--- config.mk ---
export PLATFORM = sky130hd
export DESIGN_NAME = vx_muldiv_commit
export DESIGN_NICKNAME = d
export VERILOG_FILES = /design/src/rtl/vx_muldiv_commit.sv
export SDC_FILE = /design/constraint.sdc
export NUM_CORES = 1
export LEC_CHECK = 0
export BUFFER_PORTS_ARGS = -buffer_cell sky130_fd_sc_hd__buf_2
export CORE_AREA = 3 3 440 224
export DETAILED_ROUTE_END_ITERATION = 10
export DIE_AREA = 0 0 443 227
export MAX_ROUTING_LAYER = met4
export PLACE_DENSITY = 0.57
export SYNTH_ARGS = -nofsm -noshare
export SYNTH_HDL_FRONTEND = slang
export SYNTH_SLANG_ARGS = --single-unit
--- constraint.sdc ---
create_clock -name clk -period 7.7 [get_ports clk]
set_input_delay 0.77 -clock clk [delete_from_list [all_inputs] [get_ports clk]]
set_output_delay 0.77 -clock clk [all_outputs]
set_load 0.05 [all_outputs]
--- src/rtl/vx_muldiv_commit.sv ---
// vx_muldiv_commit
//   Consumer side of the MUL/DIV response handshake. Completed responses are
//   buffered in a small FIFO (not fall-through), the head drives the GPR
//   writeback port, and every pop produces a one-cycle retire record carrying
//   the uuid, warp id and active-thread count.
//
// Ports
//   clk, reset         clock, synchronous active-low reset
//   rsp_*              MUL/DIV response (valid/ready + uuid, wid, tmask, PC,
//                      rd, wb, per-lane data; lane i at [32i+31:32i])
//   wb_*               GPR writeback request (valid/ready + wid, tmask, rd,
//                      PC, data); wb_valid never depends on wb_ready
//   cmt_*              retire pulse, uuid, warp id, popcount of tmask
//   pending            number of buffered entries
//
// Optional feature (define MULDIV_COMMIT_PERF_EN)
//   perf_wb_stalls     saturating count of cycles with wb_valid && !wb_ready
//   perf_full_cycles   saturating count of cycles with rsp_valid && !rsp_ready
module vx_muldiv_commit #(
    parameter int NUM_THREADS = 4,
    parameter int NW_BITS     = 2,
    parameter int NR_BITS     = 5,
    parameter int UUID_BITS   = 16,
    parameter int FIFO_DEPTH  = 4
) (
    input  logic                          clk,
    input  logic                          reset,

    input  logic                          rsp_valid,
    output logic                          rsp_ready,
    input  logic [UUID_BITS-1:0]          rsp_uuid,
    input  logic [NW_BITS-1:0]            rsp_wid,
    input  logic [NUM_THREADS-1:0]        rsp_tmask,
    input  logic [31:0]                   rsp_PC,
    input  logic [NR_BITS-1:0]            rsp_rd,
    input  logic                          rsp_wb,
    input  logic [NUM_THREADS*32-1:0]     rsp_data,

    output logic                          wb_valid,
    input  logic                          wb_ready,
    output logic [NW_BITS-1:0]            wb_wid,
    output logic [NUM_THREADS-1:0]        wb_tmask,
    output logic [NR_BITS-1:0]            wb_rd,
    output logic [31:0]                   wb_PC,
    output logic [NUM_THREADS*32-1:0]     wb_data,

    output logic                          cmt_valid,
    output logic [UUID_BITS-1:0]          cmt_uuid,
    output logic [NW_BITS-1:0]            cmt_wid,
    output logic [$clog2(NUM_THREADS):0]  cmt_count,

    output logic [$clog2(FIFO_DEPTH):0]   pending
`ifdef MULDIV_COMMIT_PERF_EN
    ,
    output logic [31:0]                   perf_wb_stalls,
    output logic [31:0]                   perf_full_cycles
`endif
);

    localparam int PTR_W = $clog2(FIFO_DEPTH);
    localparam int CNT_W = $clog2(NUM_THREADS) + 1;
    localparam logic [PTR_W:0] FULL_LVL = (PTR_W + 1)'(FIFO_DEPTH);

    // Response storage, one array per field.
    logic [UUID_BITS-1:0]      mem_uuid  [FIFO_DEPTH];
    logic [NW_BITS-1:0]        mem_wid   [FIFO_DEPTH];
    logic [NUM_THREADS-1:0]    mem_tmask [FIFO_DEPTH];
    logic [31:0]               mem_pc    [FIFO_DEPTH];
    logic [NR_BITS-1:0]        mem_rd    [FIFO_DEPTH];
    logic                      mem_wb    [FIFO_DEPTH];
    logic [NUM_THREADS*32-1:0] mem_data  [FIFO_DEPTH];

    logic [PTR_W-1:0] rptr;
    logic [PTR_W-1:0] wptr;

    logic             not_empty;
    logic             head_write;
    logic             push;
    logic             pop;
    logic [CNT_W-1:0] head_count;

    // The head entry is never overwritten while buffered, so driving wb_*
    // straight from storage keeps them stable across a stall.
    assign not_empty  = (pending != '0);
    assign head_write = not_empty && mem_wb[rptr] && (mem_tmask[rptr] != '0);

    assign rsp_ready  = (pending != FULL_LVL);
    assign push       = rsp_valid && rsp_ready;
    // Entries with nothing to write retire without waiting for the port.
    assign pop        = not_empty && (!head_write || wb_ready);

    assign wb_valid   = head_write;
    assign wb_wid     = mem_wid[rptr];
    assign wb_tmask   = mem_tmask[rptr];
    assign wb_rd      = mem_rd[rptr];
    assign wb_PC      = mem_pc[rptr];
    assign wb_data    = mem_data[rptr];

    always_comb begin
        head_count = '0;
        for (int unsigned i = 0; i < NUM_THREADS; i++) begin
            head_count = head_count + CNT_W'(mem_tmask[rptr][i]);
        end
    end

    always_ff @(posedge clk) begin
        if (push) begin
            mem_uuid[wptr]  <= rsp_uuid;
            mem_wid[wptr]   <= rsp_wid;
            mem_tmask[wptr] <= rsp_tmask;
            mem_pc[wptr]    <= rsp_PC;
            mem_rd[wptr]    <= rsp_rd;
            mem_wb[wptr]    <= rsp_wb;
            mem_data[wptr]  <= rsp_data;
        end
    end

    always_ff @(posedge clk) begin
        if (!reset) begin
            rptr      <= '0;
            wptr      <= '0;
            pending   <= '0;
            cmt_valid <= 1'b0;
            cmt_uuid  <= '0;
            cmt_wid   <= '0;
            cmt_count <= '0;
        end else begin
            if (push) begin
                wptr <= wptr + PTR_W'(1);
            end
            if (pop) begin
                rptr <= rptr + PTR_W'(1);
            end
            case ({push, pop})
                2'b10:   pending <= pending + (PTR_W + 1)'(1);
                2'b01:   pending <= pending - (PTR_W + 1)'(1);
                default: pending <= pending;
            endcase
            cmt_valid <= pop;
            if (pop) begin
                cmt_uuid  <= mem_uuid[rptr];
                cmt_wid   <= mem_wid[rptr];
                cmt_count <= head_count;
            end
        end
    end

`ifdef MULDIV_COMMIT_PERF_EN
    always_ff @(posedge clk) begin
        if (!reset) begin
            perf_wb_stalls   <= '0;
            perf_full_cycles <= '0;
        end else begin
            if (wb_valid && !wb_ready && (perf_wb_stalls != '1)) begin
                perf_wb_stalls <= perf_wb_stalls + 32'd1;
            end
            if (rsp_valid && !rsp_ready && (perf_full_cycles != '1)) begin
                perf_full_cycles <= perf_full_cycles + 32'd1;
            end
        end
    end
`endif

endmodule

# After elaboration in Yosys (flattened, before gate mapping)
# Memories as Yosys holds them, arrays and structs flattened. A register that Yosys moved wholly into a read port is not among the register bits.
# Index checks and enable logic that the tools add are counted.
totals:
  mem_count: 7
  regBits: 13
  word_cells: 48
  out_inout_bits: 198
  mem_bits_rw: 752
  input_bits: 192
memory_table:
  columns: ["memory", "words", "width", "rd", "rd_clocked_by_memory_dff", "wr", "line", "rtl"]
  rows:
  - ["mem_data", 4, 128, 1, 1, 1, "71", "logic [NUM_THREADS*32-1:0] mem_data [FIFO_DEPTH];"]
  - ["mem_pc", 4, 32, 1, 1, 1, "68", "logic [31:0] mem_pc [FIFO_DEPTH];"]
  - ["mem_uuid", 4, 16, 1, 1, 1, "65", "logic [UUID_BITS-1:0] mem_uuid [FIFO_DEPTH];"]
  - ["mem_rd", 4, 5, 1, 1, 1, "69", "logic [NR_BITS-1:0] mem_rd [FIFO_DEPTH];"]
  - ["mem_tmask", 4, 4, 1, 1, 1, "67", "logic [NUM_THREADS-1:0] mem_tmask [FIFO_DEPTH];"]
  - ["mem_wid", 4, 2, 1, 1, 1, "66", "logic [NW_BITS-1:0] mem_wid [FIFO_DEPTH];"]
  - ["1 more memories", null, null, null, null, null, null, null]
classes:
  n_addsub: 7
  n_eq_ne: 3
  reduce_logical: 10
  n_mux: 15
ops:
  columns: ["cell", "count"]
  rows:
  - ["2-to-1 mux 2 bit", 12]
  - ["case mux 3 bit (2 select lines)", 1]
  - ["adder 2 x 1 -> 2 bit (second input constant)", 2]
  - ["logical AND 1 bit", 4]
  - ["nonzero test 4 bit", 1]
  - ["adder 2 x 1 -> 3 bit", 1]
  - ["adder 3 x 1 -> 3 bit", 1]
  - ["adder 3 x 1 -> 3 bit (second input constant)", 1]
  - ["inequality test 3 bit (second input constant)", 1]
  - ["nonzero test 3 bit", 1]
  - ["subtractor 3 x 1 -> 3 bit (second input constant)", 1]
  - ["adder 1 x 1 -> 2 bit", 1]
  - ["equality test 2 x 1 -> 1 bit (second input constant)", 1]
  - ["equality test 2 bit (second input constant)", 1]
  - ["logical NOT 1 bit", 2]
  - ["2-to-1 mux 1 bit", 2]
  - ["nonzero test 2 bit", 1]
  - ["logical OR 1 bit", 1]

# Longest topological paths before layout
# Gate-level depths: netlist of run 1.
depth:
  word_depth: 8
  mapped_depth: 15
  ltp_nobuf: 12

# Worst setup path after synthesis of run 1
# Ideal clock, no wire load.
synth_path:
  path_kind: "register to register"
  startpoint: "register pending[0]"
  endpoint: "memory mem_data[0][0] (netlist bit) (enable)"
  setup_time_ns: 0.573
  t_arrival_ns: 5.707
  setup_slack_ns: 1.420
  stages_incl_launch_ff: 3
  n_path_buf: 0
  t_required_ns: 7.127
  synth_period_minus_slack_ns: 6.280
  cell_sequence: "dfxtp_1 -> or3b_1 -> and3_1"
synth_between:
  elab_chain_len: 4
synth_lines:
  columns: ["item", "line", "rtl"]
  rows:
  - ["from (decl)", "52", "output logic [$clog2(FIFO_DEPTH):0] pending"]
  - ["from (signal assigned)", "135", "2'b10: pending <= pending + (PTR_W + 1)'(1);"]
  - ["from (signal assigned)", "136", "2'b01: pending <= pending - (PTR_W + 1)'(1);"]
  - ["from (signal assigned)", "137", "default: pending <= pending;"]
  - ["inequality test 3 bit", "87", "assign rsp_ready = (pending != FULL_LVL);"]
  - ["via rsp_ready", "30", "output logic rsp_ready,"]
  - ["logical AND 1 bit", "88", "assign push = rsp_valid && rsp_ready;"]
  - ["2-to-1 mux 1 bit", "107", "if (push) begin"]
  - ["2-to-1 mux 1 bit (not written as such)", "114", "mem_data[wptr] <= rsp_data;"]
  - ["to (decl)", "71", null]
# The timed path passes the listed nets, and every way through them passes these cells.

==> impl_metrics.env, run 1 <==
export IMPL_die_w_um=443
export IMPL_grt_max_degree=105
export IMPL_cts_path_max_buffers=3
export IMPL_ir_worst_vdd_v=0.000186
export IMPL_layout_cells_non_filler=2923
export IMPL_ys_flop_type="edfxtp_1"
export IMPL_use_met2=0.240
export IMPL_path_clk_slew_ns=0.06
export IMPL_cts_resized=0
export IMPL_setup_viol=0
export IMPL_track_usage=0.128
export IMPL_crit_fanout=39
export IMPL_slew_violations=0
export IMPL_cts_hold_buffers_added=0
export IMPL_endpoint_kind="flop"
export IMPL_worst_path_buf_inv=3
export IMPL_slew_headroom=0.331
export IMPL_grt_busiest_layer="met2"
export IMPL_core_um2=95000
export IMPL_grt_pass1_wl_um=92500
export IMPL_ys_seq_elements=783
export IMPL_skew_ns=0.0145
export IMPL_slowest_delay_ns=0.70
export IMPL_row_count=80
export IMPL_gp_congestion=0.745
export IMPL_cap_violations=0
export IMPL_max_freq_mhz=225
export IMPL_finalCritPeriodShare=0.577
export IMPL_ant_nets=0
export IMPL_cts_root_buf="clkbuf_16"
export IMPL_cts_inserted_buffers=76
export IMPL_met1_usage=0.133
export IMPL_cts_setup_buffers=0
export IMPL_status="completed"
export IMPL_htreeDepth=3
export IMPL_dp_cells=2772
export IMPL_finalCriticalPeriod_ns=4.45
export IMPL_rsz0062_at_grt="false"
export IMPL_cts_sinks=783
export IMPL_grtUsageMet3=0.0255
export IMPL_routed_wl_um=63900
export IMPL_total_power_mw=13.2
export IMPL_yosysWarnings=0
export IMPL_crit_type="flop to flop"
export IMPL_p_leak_nw=11.4
export IMPL_area_growth_pct=20.6
export IMPL_multi_input_area_um2=5020
export IMPL_route_detailed_drc=0
export IMPL_dp_slack_ns=3.14
export IMPL_cp_start_kind="flop"
export IMPL_cts_tree="built"
export IMPL_ys_types=32
export IMPL_setup_ws_ns=3.25
export IMPL_synth_edff_count=752
export IMPL_hold_class="input pin to flop"
export IMPL_grt_overflow_total=0
export IMPL_synthArstFlopShare=0
export IMPL_fill_cells=8759
export IMPL_arrival_ns=4.96
export IMPL_path_cells="buf_4 -> mux4_2 -> inv_1 -> ha_1 -> nand2_1 -> o31a_1 -> a31o_2 -> clkinv_4 -> ha_1 -> fa_1 -> xnor2_1 -> or3_1 -> a21oi_1"
export IMPL_syn_area_um2=28500
export IMPL_cp_required_ns=8.21
export IMPL_fin_nets=1781
export IMPL_critPathSlowestCell="a31o_2"
export IMPL_die_area_um2=101000
export IMPL_via_per_inst=4.44
export IMPL_start_util=0.300
export IMPL_regArea_um2=23200
export IMPL_syn_nets=1349
export IMPL_finalSetupTns_ns=0
export IMPL_grt_pass1_vias=13572
export IMPL_worst_pin_slew_ns=1.00
export IMPL_cpLargestDelayFamily="compound AO/OA/AOI/OAI gates"
export IMPL_drtIter0Drc=760
export IMPL_clock_latency_ns=0.60
export IMPL_io_buffers=389
export IMPL_die_y_um=227
export IMPL_ys_seq_area_frac=0.814
export IMPL_synth_cells=1147
export IMPL_num_io_pins=390
export IMPL_antenna_found_initial=27
export IMPL_syn_area_per_cell_um2=24.8
export IMPL_wl_per_cell_um=21.9
export IMPL_hold_viol=0
export IMPL_critPathMostFrequentCell="ha_1"
export IMPL_place_hpwl_um=40300
export IMPL_drive_gt1_frac=0.431
export IMPL_p_per_area_nw_per_um2=384
export IMPL_vias=12986
export IMPL_drtPass1Iterations=5
-- power breakdown --
group	switching [mW]	total (mW)	internal [mW]
Sequential	0.216	5.51	5.30
Clock	1.50	3.52	2.01
Combinational	3.00	4.18	1.18
-- cell usage in the layout, fill, tap and decap left out, types with 3 or more instances in the layout --
| cell | netlist | routed |
|---|---|---|
| mux4_2 | 186 | 186 |
| and3_4 | 0 | 4 |
| inv_6 | 0 | 3 |
| a21oi_1 | 3 | 3 |
| buf_4 | 1 | 9 |
| bufinv_16 | 0 | 5 |
| edfxtp_1 | 752 | 752 |
| clkbuf_16 | 0 | 77 |
| mux2i_1 | 26 | 26 |
| diode_2 | 0 | 14 |
| ha_1 | 8 | 8 |
| clkinv_1 | 0 | 17 |
| inv_1 | 12 | 12 |
| nand2_1 | 49 | 49 |
| buf_2 | 22 | 389 |
| nor2_1 | 6 | 6 |
| clkinv_2 | 0 | 17 |
| buf_12 | 0 | 5 |
| clkbuf_1 | 16 | 16 |
| dfxtp_1 | 31 | 29 |
-- path summary, 6_finish.rpt --
path	from	end	slack, ns	depth (start not counted)
worst max-delay path	flop	pending[2]$_SDFFE_PN0P_	3.25	13
worst min-delay path	rsp_data[125]	mem_data[2][125]$_DFFE_PP_	0.38	1
worst max register to register	flop	pending[2]$_SDFFE_PN0P_	3.25	13
worst min register to register	cmt_uuid[12]$_SDFFE_PN0P_	cmt_uuid[12]$_SDFFE_PN0P_	0.46	2
-- area by class of cell --
cell class	count	area share
flip-flops and latches	783	0.676
multi-input cells	302	0.146
repair buffers	403	0.0615
clock buffers	94	0.0582
well taps	1271	0.0463
clock inverters	43	0.00969
inverters	13	0.00157
diodes	14	0.00102
-- sequential cells by signal, indices dropped and copies added (netlist names), 4 cells and up, named ones only --
| name | count |
|---|---|
| mem_uuid | 64 |
| mem_tmask | 16 |
| mem_pc | 128 |
| mem_wb | 4 |
| mem_rd | 20 |
| mem_data | 512 |
| mem_wid | 8 |
| cmt_uuid | 16 |
-- cell usage after synthesis, drive strengths merged (2+ instances only) --
| cell | number | share of area |
|---|---|---|
| nor2 | 6 | 0.00079 |
| inv | 12 | 0.0016 |
| mux4 | 186 | 0.15 |
| ha | 8 | 0.0035 |
| clkbuf | 16 | 0.0021 |
| a21oi | 3 | 0.00053 |
| buf | 33 | 0.0062 |
| mux2i | 26 | 0.0091 |
| dfxtp | 31 | 0.022 |
| nand2 | 49 | 0.0065 |
| and3 | 4 | 0.00088 |
| o21ai | 2 | 0.00035 |
| mux2 | 3 | 0.0013 |
| fa | 2 | 0.0014 |
| edfxtp | 752 | 0.79 |
| xnor2 | 2 | 0.00061 |
-- through the flow --
step,instance area [um2],utilization,hold WS [ns]
2_1_floorplan,28500,-,0.469
3_3_place_gp,32000,0.337,0.445
3_5_place_dp,32000,0.337,0.451
4_1_cts,34300,0.361,0.332
5_1_grt,34400,0.362,0.339
6_report,34400,0.362,0.384
-- cells by family after synthesis --
family                     share of synthesized area
buffers and inverters                         0.0102
adders and majority gates                    0.00492
muxes                                          0.157
DFF                                            0.814
and+or+nand+nor                               0.0103
xor gates and xnor gates                    0.000922
AOI/OAI and AO/OA                            0.00180
-- metal layers --
layer | wire (um) | part of all wire | vias up
met4 | 2280 | 0.036 | 0
met3 | 2280 | 0.036 | 124
met1 | 22600 | 0.35 | 6885
met2 | 36800 | 0.57 | 221
met5 | 0 | 0 | -
li1 | - | - | 5756
Power figures use the tool's default switching activity.
==> run 2, diff against run 1 <==
ABC_AREA = 1   (was unset)
CORE_AREA = 3 3 445 227   (was 3 3 440 224)
DIE_AREA = 0 0 448 230   (was 0 0 443 227)
clock period = 4.6 ns   (was 7.7 ns; I/O delays follow)
==> impl_metrics.env, run 2 <==
export IMPL_die_area_um2=103000
export IMPL_drtPass1Iterations=4
export IMPL_synth_xor_area_frac=0
export IMPL_syn_area_um2=29100
export IMPL_hold_viol=0
export IMPL_core_um2=97300
export IMPL_ys_seq_elements=783
export IMPL_synth_compound_area_frac=0.105
export IMPL_syn_area_per_cell_um2=14.3
export IMPL_synth_top_family_by_area="compound AO/OA/AOI/OAI gates"
export IMPL_synth_edff_count=752
export IMPL_arrival_ns=3.76
export IMPL_place_hpwl_um=43500
export IMPL_grt_overflow_total=0
export IMPL_htreeDepth=3
export IMPL_top_register="mem_data"
export IMPL_antenna_found_initial=27
export IMPL_rsz0062_at_grt="false"
export IMPL_synth_most_common_cell="edfxtp_1"
export IMPL_grtUsageMet3=0.0245
export IMPL_cts_resized=0
export IMPL_crit_type="flop to primary output"
export IMPL_synth_common_cells="edfxtp_1 (752), nor2_1 (408), o21ai_0 (370)"
export IMPL_area_growth_pct=20.1
export IMPL_die_w_um=448
export IMPL_final_common_cell="edfxtp_1"
export IMPL_finalSetupTns_ns=0
export IMPL_max_freq_mhz=237
export IMPL_ys_top_cells_by_area="edfxtp_1 (78%), o21ai_0 (6.4%), nor2_1 (5.3%)"
export IMPL_slew_violations=0
export IMPL_synthArstFlopShare=0
export IMPL_grt_pass1_wl_um=109000
export IMPL_synth_largest_area_cell="edfxtp_1"
export IMPL_status="completed"
export IMPL_synth_cells=2037
export IMPL_ant_nets=0
export IMPL_ys_seq_area_frac=0.797
export IMPL_endpoint_kind="primary output"
export IMPL_use_met2=0.249
export IMPL_io_buffers=389
export IMPL_vias=17714
export IMPL_slew_headroom=0.170
export IMPL_wl_per_cell_um=19.8
export IMPL_path_clk_slew_ns=0.06
export IMPL_die_y_um=230
export IMPL_row_count=81
export IMPL_cts_tree="built"
export IMPL_drive_gt1_frac=0.223
export IMPL_num_io_pins=390
export IMPL_cp_start_kind="flop"
export IMPL_yosysWarnings=0
export IMPL_start_util=0.299
export IMPL_ys_flop_type="edfxtp_1"
export IMPL_top_regs="mem_data (512), mem_pc (128), mem_uuid (64)"
export IMPL_route_detailed_drc=0
export IMPL_cts_sinks=783
export IMPL_gp_congestion=0.798
export IMPL_skew_ns=0.0167
export IMPL_cts_inserted_buffers=77
export IMPL_crit_fanout=205
export IMPL_grt_busiest_layer="met2"
export IMPL_drtIter0Drc=1125
export IMPL_grt_max_degree=206
export IMPL_hold_class="input pin to flop"
export IMPL_worst_pin_slew_ns=1.25
export IMPL_setup_viol=0
export IMPL_cts_setup_buffers=0
export IMPL_synth_simple_area_share=0.0674
export IMPL_via_per_inst=4.71
export IMPL_synth_top_area_share=0.775
export IMPL_finalCritPeriodShare=0.918
export IMPL_cp_required_ns=4.14
export IMPL_p_per_area_nw_per_um2=702
export IMPL_routed_wl_um=74200
export IMPL_cts_hold_buffers_added=0
export IMPL_p_leak_nw=12.1
export IMPL_ir_worst_vdd_v=0.000440
export IMPL_final_cell_mix="edfxtp_1 (752), nor2_1 (404), buf_2 (389), o21ai_0 (370), o22ai_1 (183)"
export IMPL_synth_fa_ha_area_frac=0.00481
export IMPL_total_power_mw=24.5
export IMPL_track_usage=0.143
export IMPL_clock_latency_ns=0.63
export IMPL_syn_nets=2239
export IMPL_finalCriticalPeriod_ns=4.22
export IMPL_ys_types=25
export IMPL_fin_nets=2596
export IMPL_cts_root_buf="clkbuf_16"
export IMPL_grt_pass1_vias=17354
export IMPL_met1_usage=0.162
export IMPL_cts_path_max_buffers=3
export IMPL_cap_violations=0
export IMPL_largest_reg_flops=512
export IMPL_muxShareOfSynthArea=0
[run 2: cell count changes after synthesis, moves of 32 or more]
cell / change
clkbuf_1: +84
inv_1: +32
mux4_2: -186
nor2_1: +402
o21ai_0: +368
o22ai_1: +183
[run 2: final timing paths]
check | depth (start not counted) | from | to | slack [ns]
worst max-delay path | 5 | flop | wb_PC[28] | 0.38
worst min-delay path | 1 | rsp_data[59] | mem_data[3][59]$_DFFE_PP_ | 0.04
worst max register to register | 14 | flop | pending[2]$_SDFFE_PN0P_ | 0.64
worst min register to register | 2 | cmt_uuid[5]$_SDFFE_PN0P_ | cmt_uuid[5]$_SDFFE_PN0P_ | 0.46
[run 2: final cells by class]
cell class	count	area, um2
repair buffers	410	2230
flip-flops and latches	783	23200
diodes	18	45.0
well taps	1286	1610
inverters	47	186
clock inverters	44	399
multi-input cells	1075	5210
clock buffers	95	2080
fillers	9320	62300
[run 2: kinds of logic after synthesis]
group,Yosys count
and+or+nand+nor,499
AOI/OAI and AO/OA,566
DFF,783
buffers and inverters,179
adders and majority gates,10
[run 2: where the power goes]
part	leakage, nW	switching (mW)	internal [mW]
logic	3.74	7.60	1.91
registers	7.15	0.226	8.60
clock network	1.21	2.64	3.56
[run 2: metal layers]
| layer | routed length [um] | vias to the layer above |
|---|---|---|
| met1 | 28800 | 8851 |
| met5 | 0 | - |
| li1 | - | 8324 |
| met4 | 2820 | 0 |
| met2 | 39900 | 374 |
| met3 | 2750 | 165 |
[run 2: critical path, cell delays in order, from the launching register on]
cell,delay (ns)
dfxtp_4,0.52
buf_4,0.83
buf_12,0.64
o21ai_0,0.23
o22ai_1,0.32
buf_2,0.33
[run 2: per-stage QoR]
step                       util  std cells  worst slack (ns)  instance area [um2]  hold WS, ns
after floorplan               -       2037            0.0727                29200        0.491
after global placement    0.334       3601             0.590                32400        0.458
after detailed placement  0.334       3601             0.630                32400        0.454
after CTS                 0.359       3740             0.359                34900      0.00612
after global routing      0.359       3758             0.150                35000      0.00909
final                     0.359       3758             0.375                35000       0.0448
